`src/rtl/jk_reg_bank.sv`:
```
// jk_reg_bank: bank of WIDTH JK bit-cells with four operating modes.
//   mode 00 JK    : per-bit hold / clear / set / toggle from {j,k}
//   mode 01 LOAD  : parallel load from d
//   mode 10 COUNT : binary up-count, co flags the all-ones -> 0 wrap
//   mode 11 SHIFT : shift left, si enters at bit 0
// q, co and chg are registered. qb is the combinational complement of q.
// Optional feature: define JK_REG_BANK_TCNT_EN to add the 16-bit saturating
// output tcnt. It counts the enabled JK-mode edges on which at least one bit
// toggled.
module jk_reg_bank #(
    parameter int               WIDTH   = 8,
    parameter logic [WIDTH-1:0] RST_VAL = {WIDTH{1'b0}}
) (
    input  logic             clk,
    input  logic             rst,
    input  logic             en,
    input  logic [1:0]       mode,
    input  logic [WIDTH-1:0] j,
    input  logic [WIDTH-1:0] k,
    input  logic [WIDTH-1:0] d,
    input  logic             si,
`ifdef JK_REG_BANK_TCNT_EN
    output logic [15:0]      tcnt,
`endif
    output logic [WIDTH-1:0] q,
    output logic [WIDTH-1:0] qb,
    output logic             co,
    output logic             chg
);

    localparam logic [1:0] MODE_JK    = 2'b00;
    localparam logic [1:0] MODE_LOAD  = 2'b01;
    localparam logic [1:0] MODE_COUNT = 2'b10;
    localparam logic [1:0] MODE_SHIFT = 2'b11;

    logic [WIDTH-1:0] q_r;
    logic             co_r;
    logic             chg_r;
    logic [WIDTH-1:0] next_q_s;
    logic             next_co_s;
    logic [WIDTH:0]   count_s;
    logic [WIDTH-1:0] shift_s;

    // Incrementer with an extra bit so the wrap carry falls out directly.
    assign count_s = {1'b0, q_r} + {{WIDTH{1'b0}}, 1'b1};

    // A single-bit bank has no upper bits to keep, so shifting just loads si.
    generate
        if (WIDTH == 1) begin : g_shift_one
            assign shift_s = si;
        end else begin : g_shift_many
            assign shift_s = {q_r[WIDTH-2:0], si};
        end
    endgenerate

    // Next-state selection. JK uses the characteristic equation
    // q+ = (j & ~q) | (~k & q), evaluated from the registered q only, so a
    // toggle cannot feed back on itself within a cycle.
    always_comb begin
        next_q_s  = q_r;
        next_co_s = 1'b0;
        case (mode)
            MODE_JK: begin
                next_q_s = (j & ~q_r) | (~k & q_r);
            end
            MODE_LOAD: begin
                next_q_s = d;
            end
            MODE_COUNT: begin
                next_q_s  = count_s[WIDTH-1:0];
                next_co_s = count_s[WIDTH];
            end
            MODE_SHIFT: begin
                next_q_s = shift_s;
            end
            default: begin
                next_q_s  = q_r;
                next_co_s = 1'b0;
            end
        endcase
    end

    // State register. Reset wins over en and mode. When en is low, q holds
    // and both one-cycle flags drop.
    always_ff @(posedge clk) begin
        if (rst) begin
            q_r   <= RST_VAL;
            co_r  <= 1'b0;
            chg_r <= 1'b0;
        end else if (en) begin
            q_r   <= next_q_s;
            co_r  <= next_co_s;
            chg_r <= (next_q_s != q_r);
        end else begin
            q_r   <= q_r;
            co_r  <= 1'b0;
            chg_r <= 1'b0;
        end
    end

`ifdef JK_REG_BANK_TCNT_EN
    logic [15:0] tcnt_r;
    logic        toggle_hit_s;

    // A toggle happens on a JK edge when any bit has both j and k high.
    assign toggle_hit_s = en && (mode == MODE_JK) && (|(j & k));

    // Saturating toggle-edge counter.
    always_ff @(posedge clk) begin
        if (rst) begin
            tcnt_r <= 16'h0000;
        end else if (toggle_hit_s && (tcnt_r != 16'hFFFF)) begin
            tcnt_r <= tcnt_r + 16'h0001;
        end else begin
            tcnt_r <= tcnt_r;
        end
    end

    assign tcnt = tcnt_r;
`endif

    assign q   = q_r;
    assign qb  = ~q_r;
    assign co  = co_r;
    assign chg = chg_r;

endmodule

```
`config.mk`:
```
export PLATFORM = sky130hd
export DESIGN_NAME = jk_reg_bank
export DESIGN_NICKNAME = d
export VERILOG_FILES = /design/src/rtl/jk_reg_bank.sv
export SDC_FILE = /design/constraint.sdc
export NUM_CORES = 1
export LEC_CHECK = 0
export CORE_MARGIN = 1
export CORE_UTILIZATION = 43
export CTS_BUF_LIST = sky130_fd_sc_hd__clkbuf_8 sky130_fd_sc_hd__clkbuf_16
export CTS_CLUSTER_DIAMETER = 100
export DETAILED_ROUTE_END_ITERATION = 12
export GPL_TIMING_DRIVEN = 0
export PLACE_DENSITY_LB_ADDON = 0.08
export SLEW_MARGIN = 10
export SYNTH_ARGS = -nofsm -noshare
export SYNTH_HDL_FRONTEND = slang
export SYNTH_SLANG_ARGS = --single-unit
```
`constraint.sdc`:
```
create_clock -name clk -period 2.4 [get_ports clk]
set_clock_uncertainty 0.2 [all_clocks]
set_input_delay 0.36 -clock clk [delete_from_list [all_inputs] [get_ports clk]]
set_output_delay 0.36 -clock clk [all_outputs]
set_load 0.1 [all_outputs]
```
==> reports/results.ini, run 1 <==
[worst_setup_path]
path_buf_inv = 1
crit_type = reg -> out
required_ns = 1.84
arrival_ns = 1.76
crit_path_max_incr_delay_ns = 1.14
end_kind = output pin
cp_cell_sequence = clkdlybuf4s50_1
cp-start-kind = flip-flop
cp_top_family = buffers and inverters
worstPathMaxFanout = 7
slowest_stage = clkdlybuf4s50_1

[synth]
syn_avg_cell_area_sq_um = 7.52
synthArstFlopShare_pct = 0
synth_area_leaders = dfxtp_1, clkbuf_8, nand2_1
synthesis.area_sq_um = 1180
synth_seq_cells = 10
synth_cell_types = 49
ys.flop_type = dfxtp_1
synth_edf_count = 0
yosys.area.top_type = dfxtp_1
synth.top_cells.by_count = nand2_1, a21oi_1, o21ai_0
yosys_warnings = 0
seq_area_frac_synth_pct = 16.9
synth_fp_nets = 188
synth_most_common_cell = nand2_1
synth.top_cell.area_share_pct = 16.9
syn-instance-count = 157

[grt]
antenna_found_initial = 0
grt_usage_pct = 26.0
overflow = 0
grt_pass1_wl_microns = 5470
grt_busiest_layer = met2
met2_usage_pct = 42.9
grt_pass1_vias = 1196
use_met1_pct = 33.3
use_met3_pct = 5.28
grt_max_degree = 11

[route]
ant_nets = 0
drtPass1Iterations = 4
drt-total-wl_microns = 3460
drcViolationCount = 0
wl_per_cell_microns = 14.6
vias_per_cell = 5.68
initialDrtViolationCount = 56
vias = 1347

[final_layout]
layout-drive-gt1-share_pct = 17.4
utilization_pct = 68.7
nets = 239
synthToLayoutAreaGrowth_pct = 48.0
antennaDiodeCount = 0

[clock_network]
post-cts-setup-buffers = 0
cts_tree = yes
cts_root_buf = clkbuf_8
cts_buffers = 3
clkTransAtPathRegs_ns = 0.05
cts.sinks = 10
htreeDepth = 1
insertion_delay_ns = 0.24
clk_path_buf_depth = 2
ctsHoldBuffers = 0

[power]
p_per_area_nw_per_um2 = 479
vdd_drop_max_v = 0.000466
power_leakage_uw = 0.000659
total_power_uw = 836

[timing]
min_period_ns = 2.32
min_period_over_period_pct = 96.7
fmax_mhz = 431
worst_slew_pin_slew_ns = 0.968
hold_viol_final = 0
timing.slew.headroom_pct = 35.3
setup_tns_ns = 0
rsz0062_at_grt = false
slew_viol_final = 0
finalSetupViolations = 0

[floorplan]
ios = 48
rows = 18
die_height_microns = 54.4
initial_core_util_pct = 46.4
core_sq_um = 2540
die_x_microns = 54.4
dieArea_sq_um = 2960

[place]
gp_congestion = 0.872
dpl.hpwl_microns = 2540
port-buffer-count = 46

[run]
maxCapViolCount = 0

[outcome]
outcome = finished clean

[worst_hold_path]
hp-class = in -> reg

final timing paths:
| kind | start | endpoint | slack (ns) | cells past startpoint |
|---|---|---|---|---|
| min reg2reg | q[7]$_SDFFE_PP0P_ | co$_SDFF_PP0_ | 0.30 | 2 |
| min | rst | q[3]$_SDFFE_PP0P_ | 0.14 | 2 |
| max reg2reg | q[0]$_SDFFE_PP0P_ | chg$_SDFF_PP0_ | 0.27 | 6 |
| max | q[7]$_SDFFE_PP0P_ | q[7] | 0.08 | 1 |
cell usage in the layout, fill, tap and decap left out, types with 3 or more instances in the layout:
cell / synthesis / routed
o21ai_0: 11 / 11
dfxtp_1: 10 / 3
o211ai_1: 3 / 3
nand2_1: 20 / 20
clkbuf_8: 6 / 10
o22ai_1: 3 / 3
a311oi_1: 4 / 4
dfxtp_2: 0 / 5
a211oi_1: 3 / 3
buf_2: 3 / 3
nor2_1: 10 / 10
clkdlybuf4s50_1: 0 / 37
inv_1: 10 / 9
dlygate4sd2_1: 0 / 7
nand3_1: 4 / 4
o31ai_1: 4 / 4
buf_4: 3 / 3
a21oi_1: 11 / 11
mux2i_1: 6 / 6
xnor2_1: 4 / 4
nand2b_1: 5 / 5
what timing repair did:
action	4_1_cts	5_1_grt
setup endpoints to repair	7	2
resized for setup	7	2
cloned	0	0
power breakdown:
group | internal (uW) | total, uW | switching, uW
clock network | 145 | 217 | 72.5
registers | 178 | 191 | 12.2
logic | 155 | 428 | 274
sequential cells by signal (all words and copies together) (netlist names):
name and cells:
chg 1, q 8, co 1
cells by family (layout without fill, tap and decap cells):
family	after synthesis	after routing	share of synthesized area (%)
flip-flops	10	10	16.9
AND/OR/NAND/NOR	57	57	25.4
AO/OA/AOI/OAI	50	50	28.8
buffers and inverters	26	76	15.9
multiplexers	9	9	8.90
adder cells (fa/ha/maj)	1	1	1.06
XOR/XNOR	4	4	2.97
area by class of cell:
cell class	count	area [sq um]
timing repair buffer	46	457
fill	213	797
clock buffer	4	55.1
inverter	10	41.3
buffer	16	150
sequential	10	214
multi-input combinational	121	793
tap	30	37.5
metal layers:
| metal | vias to the layer above | routed length (microns) | part of all wire, % |
|---|---|---|---|
| met2 | 62 | 1700 | 49 |
| met5 | - | 0 | 0 |
| met4 | 0 | 12 | 0.35 |
| met1 | 615 | 1500 | 43 |
| met3 | 4 | 241 | 7.0 |
| li1 | 666 | - | - |
stage by stage:
step           instances  area, sq um  worst slack, ns  hold WS, ns
2_1_floorplan        157         1200           0.0228        0.329
3_3_place_gp         233         1700          0.00812        0.290
3_5_place_dp         233         1700          -0.0300        0.295
4_1_cts              237         1740           0.0269        0.140
5_1_grt              237         1750          0.00458        0.132
6_report             237         1750           0.0791        0.142
(Power assumes the default switching activity.)
==> run 2: changes to the inputs <==
--- a/config.mk
+++ b/config.mk
@@ -6,10 +6,11 @@
 export NUM_CORES = 1
 export LEC_CHECK = 0
 export CORE_MARGIN = 1
-export CORE_UTILIZATION = 43
+export CORE_UTILIZATION = 55
 export CTS_BUF_LIST = sky130_fd_sc_hd__clkbuf_8 sky130_fd_sc_hd__clkbuf_16
 export CTS_CLUSTER_DIAMETER = 100
 export DETAILED_ROUTE_END_ITERATION = 12
+export DONT_BUFFER_PORTS = 1
 export GPL_TIMING_DRIVEN = 0
 export PLACE_DENSITY_LB_ADDON = 0.08
 export SLEW_MARGIN = 10
==> run 2 against run 1 <==
Effect of this change:
- the run now ends with setup timing left
- worst hold slack lost 0.038 ns
- wire length shrank 8.4%
- cell area shrank 23%
- sequential share of layout area grew 4.1 points
- register-to-register slack lost 0.35 ns
- count of clock-buffer cells in the layout is the same
- non-clock buffer count shrank 44
- global-route usage grew 2.4 points
- combinational power shrank 35%
- first-iteration DRC count shrank 8.9%
- via count shrank 11%
- setup slack lost 0.16 ns
- critical path type is now reg -> reg
==> reports/results.ini, run 2 (same netlist as run 1, synthesis figures left out) <==
[outcome]
outcome = finished, violations left
violations = setup timing

[run]
maxCapViolCount = 0  ; unchanged

[final_layout]
nFillCells = 175  ; -18%
mostFrequentLayoutCells = nand2_1, a21oi_1, o21ai_0, clkbuf_8, nor2_1
layout-drive-gt1-share_pct = 28.2  ; +11 points
nets = 195  ; -18%
largest_reg_flops = 8  ; unchanged
synthToLayoutAreaGrowth_pct = 13.9
mostFrequentLayoutCell = nand2_1
utilization_pct = 67.9  ; -0.82 points
antennaDiodeCount = 0  ; unchanged

[floorplan]
core_sq_um = 1980  ; -22%
rows = 16  ; -2
die_x_microns = 48.3  ; -11%
die_height_microns = 48.3  ; -11%
dieArea_sq_um = 2340  ; -21%
ios = 48  ; unchanged
initial_core_util_pct = 59.6  ; +13 points

[power]
power_leakage_uw = 0.000491  ; -26%
total_power_uw = 767  ; -8.2%
vdd_drop_max_v = 0.000507  ; +8.8%
p_per_area_nw_per_um2 = 571  ; +19%

[worst_setup_path]
worstPathMaxFanout = 2  ; -5
r2r_end = chg$_SDFF_PP0_
r2r_cells = 7  ; +1
rrSetupSlack_ns = -0.08  ; -0.35 ns
cp-startpoint = q[3]$_SDFFE_PP0P_
end_kind = flip-flop
crit_end = chg$_SDFF_PP0_
required_ns = 2.31  ; +0.47 ns
rr_startpoint = q[3]$_SDFFE_PP0P_
cp-start-kind = flip-flop
arrival_ns = 2.39  ; +0.63 ns
crit_type = reg -> reg

[clock_network]
clkTransAtPathRegs_ns = 0.05  ; about the same
cts_buffers = 3  ; unchanged
cts.sinks = 10  ; unchanged
clk_path_buf_depth = 2  ; unchanged
ctsHoldBuffers = 0  ; unchanged
cts_tree = yes
cts_root_buf = clkbuf_8
insertion_delay_ns = 0.24  ; about the same
htreeDepth = 1  ; unchanged

[route]
wirelength_met1_microns = 1320  ; -12%
drt-total-wl_microns = 3170  ; -8.4%
initialDrtViolationCount = 51  ; -8.9%
wl_met3_microns = 270  ; +12%
vias_per_cell = 6.33  ; +11%
vias = 1203  ; -11%
ant_nets = 0  ; unchanged
drcViolationCount = 0  ; unchanged
wl_per_cell_microns = 16.7  ; +14%
met2_length_microns = 1550  ; -9.2%
drtPass1Iterations = 4  ; unchanged
top_layer_used = met4

[timing]
worst_slew_pin_slew_ns = 0.927  ; -0.0412 ns
worst_slack_ns = -0.0811  ; -0.160 ns
hold_viol_final = 0  ; unchanged
rsz0062_at_grt = true
min_period_over_period_pct = 103  ; +6.7 points
fmax_mhz = 403  ; -6.5%
finalSetupViolations = 1  ; +1
timing.slew.headroom_pct = 38.1  ; +2.9 points
slew_viol_final = 0  ; unchanged
setup_tns_ns = -0.0811  ; -0.0811 ns
min_period_ns = 2.48  ; +0.160 ns

[grt]
antenna_found_initial = 0  ; unchanged
grt_pass1_vias = 1160  ; -3.0%
grt_usage_pct = 28.5  ; +2.4 points
overflow = 0  ; unchanged
grt_pass1_wl_microns = 5220  ; -4.5%
grt_max_degree = 11  ; unchanged

[place]
dpl.hpwl_microns = 2280  ; -10%
port-buffer-count = 0  ; -100%
gp_congestion = 0.933  ; +7.1%

[worst_hold_path]
hp-class = in -> reg

-- run 2: worst min-delay path by stage --
stage	cells after the start	to	slack, ns	start
after floorplan	2	q[5]$_SDFFE_PP0P_	0.33	en
after global placement	2	q[5]$_SDFFE_PP0P_	0.35	en
after detailed placement	2	q[5]$_SDFFE_PP0P_	0.35	en
after CTS	2	q[5]$_SDFFE_PP0P_	0.11	en
after global routing	2	q[5]$_SDFFE_PP0P_	0.11	en
final	2	q[5]$_SDFFE_PP0P_	0.10	en
-- run 2: metal layers --
layer	vias up	GRT usage (%)
li1	583	-
met1	560	34.2
met2	56	50.0
met3	4	7.23
met4	0	7.84
met5	-	0
-- run 2: per-stage QoR --
step	hold slack (ns)	setup slack, ns	cells	cell area (sq um)
after global routing	0.110	-0.114	190	1350
final	0.104	-0.0811	190	1350
after floorplan	0.329	0.0228	157	1200
after CTS	0.105	-0.0997	190	1320
after global placement	0.347	-0.121	184	1230
after detailed placement	0.354	-0.143	184	1230
-- run 2: worst max-delay path: stages, from the launching register on --
cell and delay (ns):
dfxtp_4 0.53, buf_6 0.17, clkinvlp_4 0.43, a31o_4 0.40
o21ai_2 0.10, o211ai_1 0.13, nor4b_2 0.25, a41oi_1 0.14
-- run 2: power by group --
part           switching [uW]  internal [uW]
Combinational             182           97.2
Sequential               93.0            178
Clock                    72.3            145
-- run 2: timing repair --
item / 4_1_cts / 5_1_grt
pin swaps: 4 / 1
buffers inserted: 2 / 0
endpoints found under the hold margin: 0 / 0
resized for setup: 5 / 7
setup endpoints to repair: 3 / 4
-- run 2: area by class of cell --
type,instances,area (sq um),share of cell area [%]
Inverter,10,48.8,3.63
Timing Repair Buffer,2,15.0,1.12
Tap cell,27,33.8,2.51
Multi-Input combinational cell,121,817,60.7
Sequential cell,10,220,16.4
Buffer,16,155,11.5
Clock buffer,4,55.1,4.09
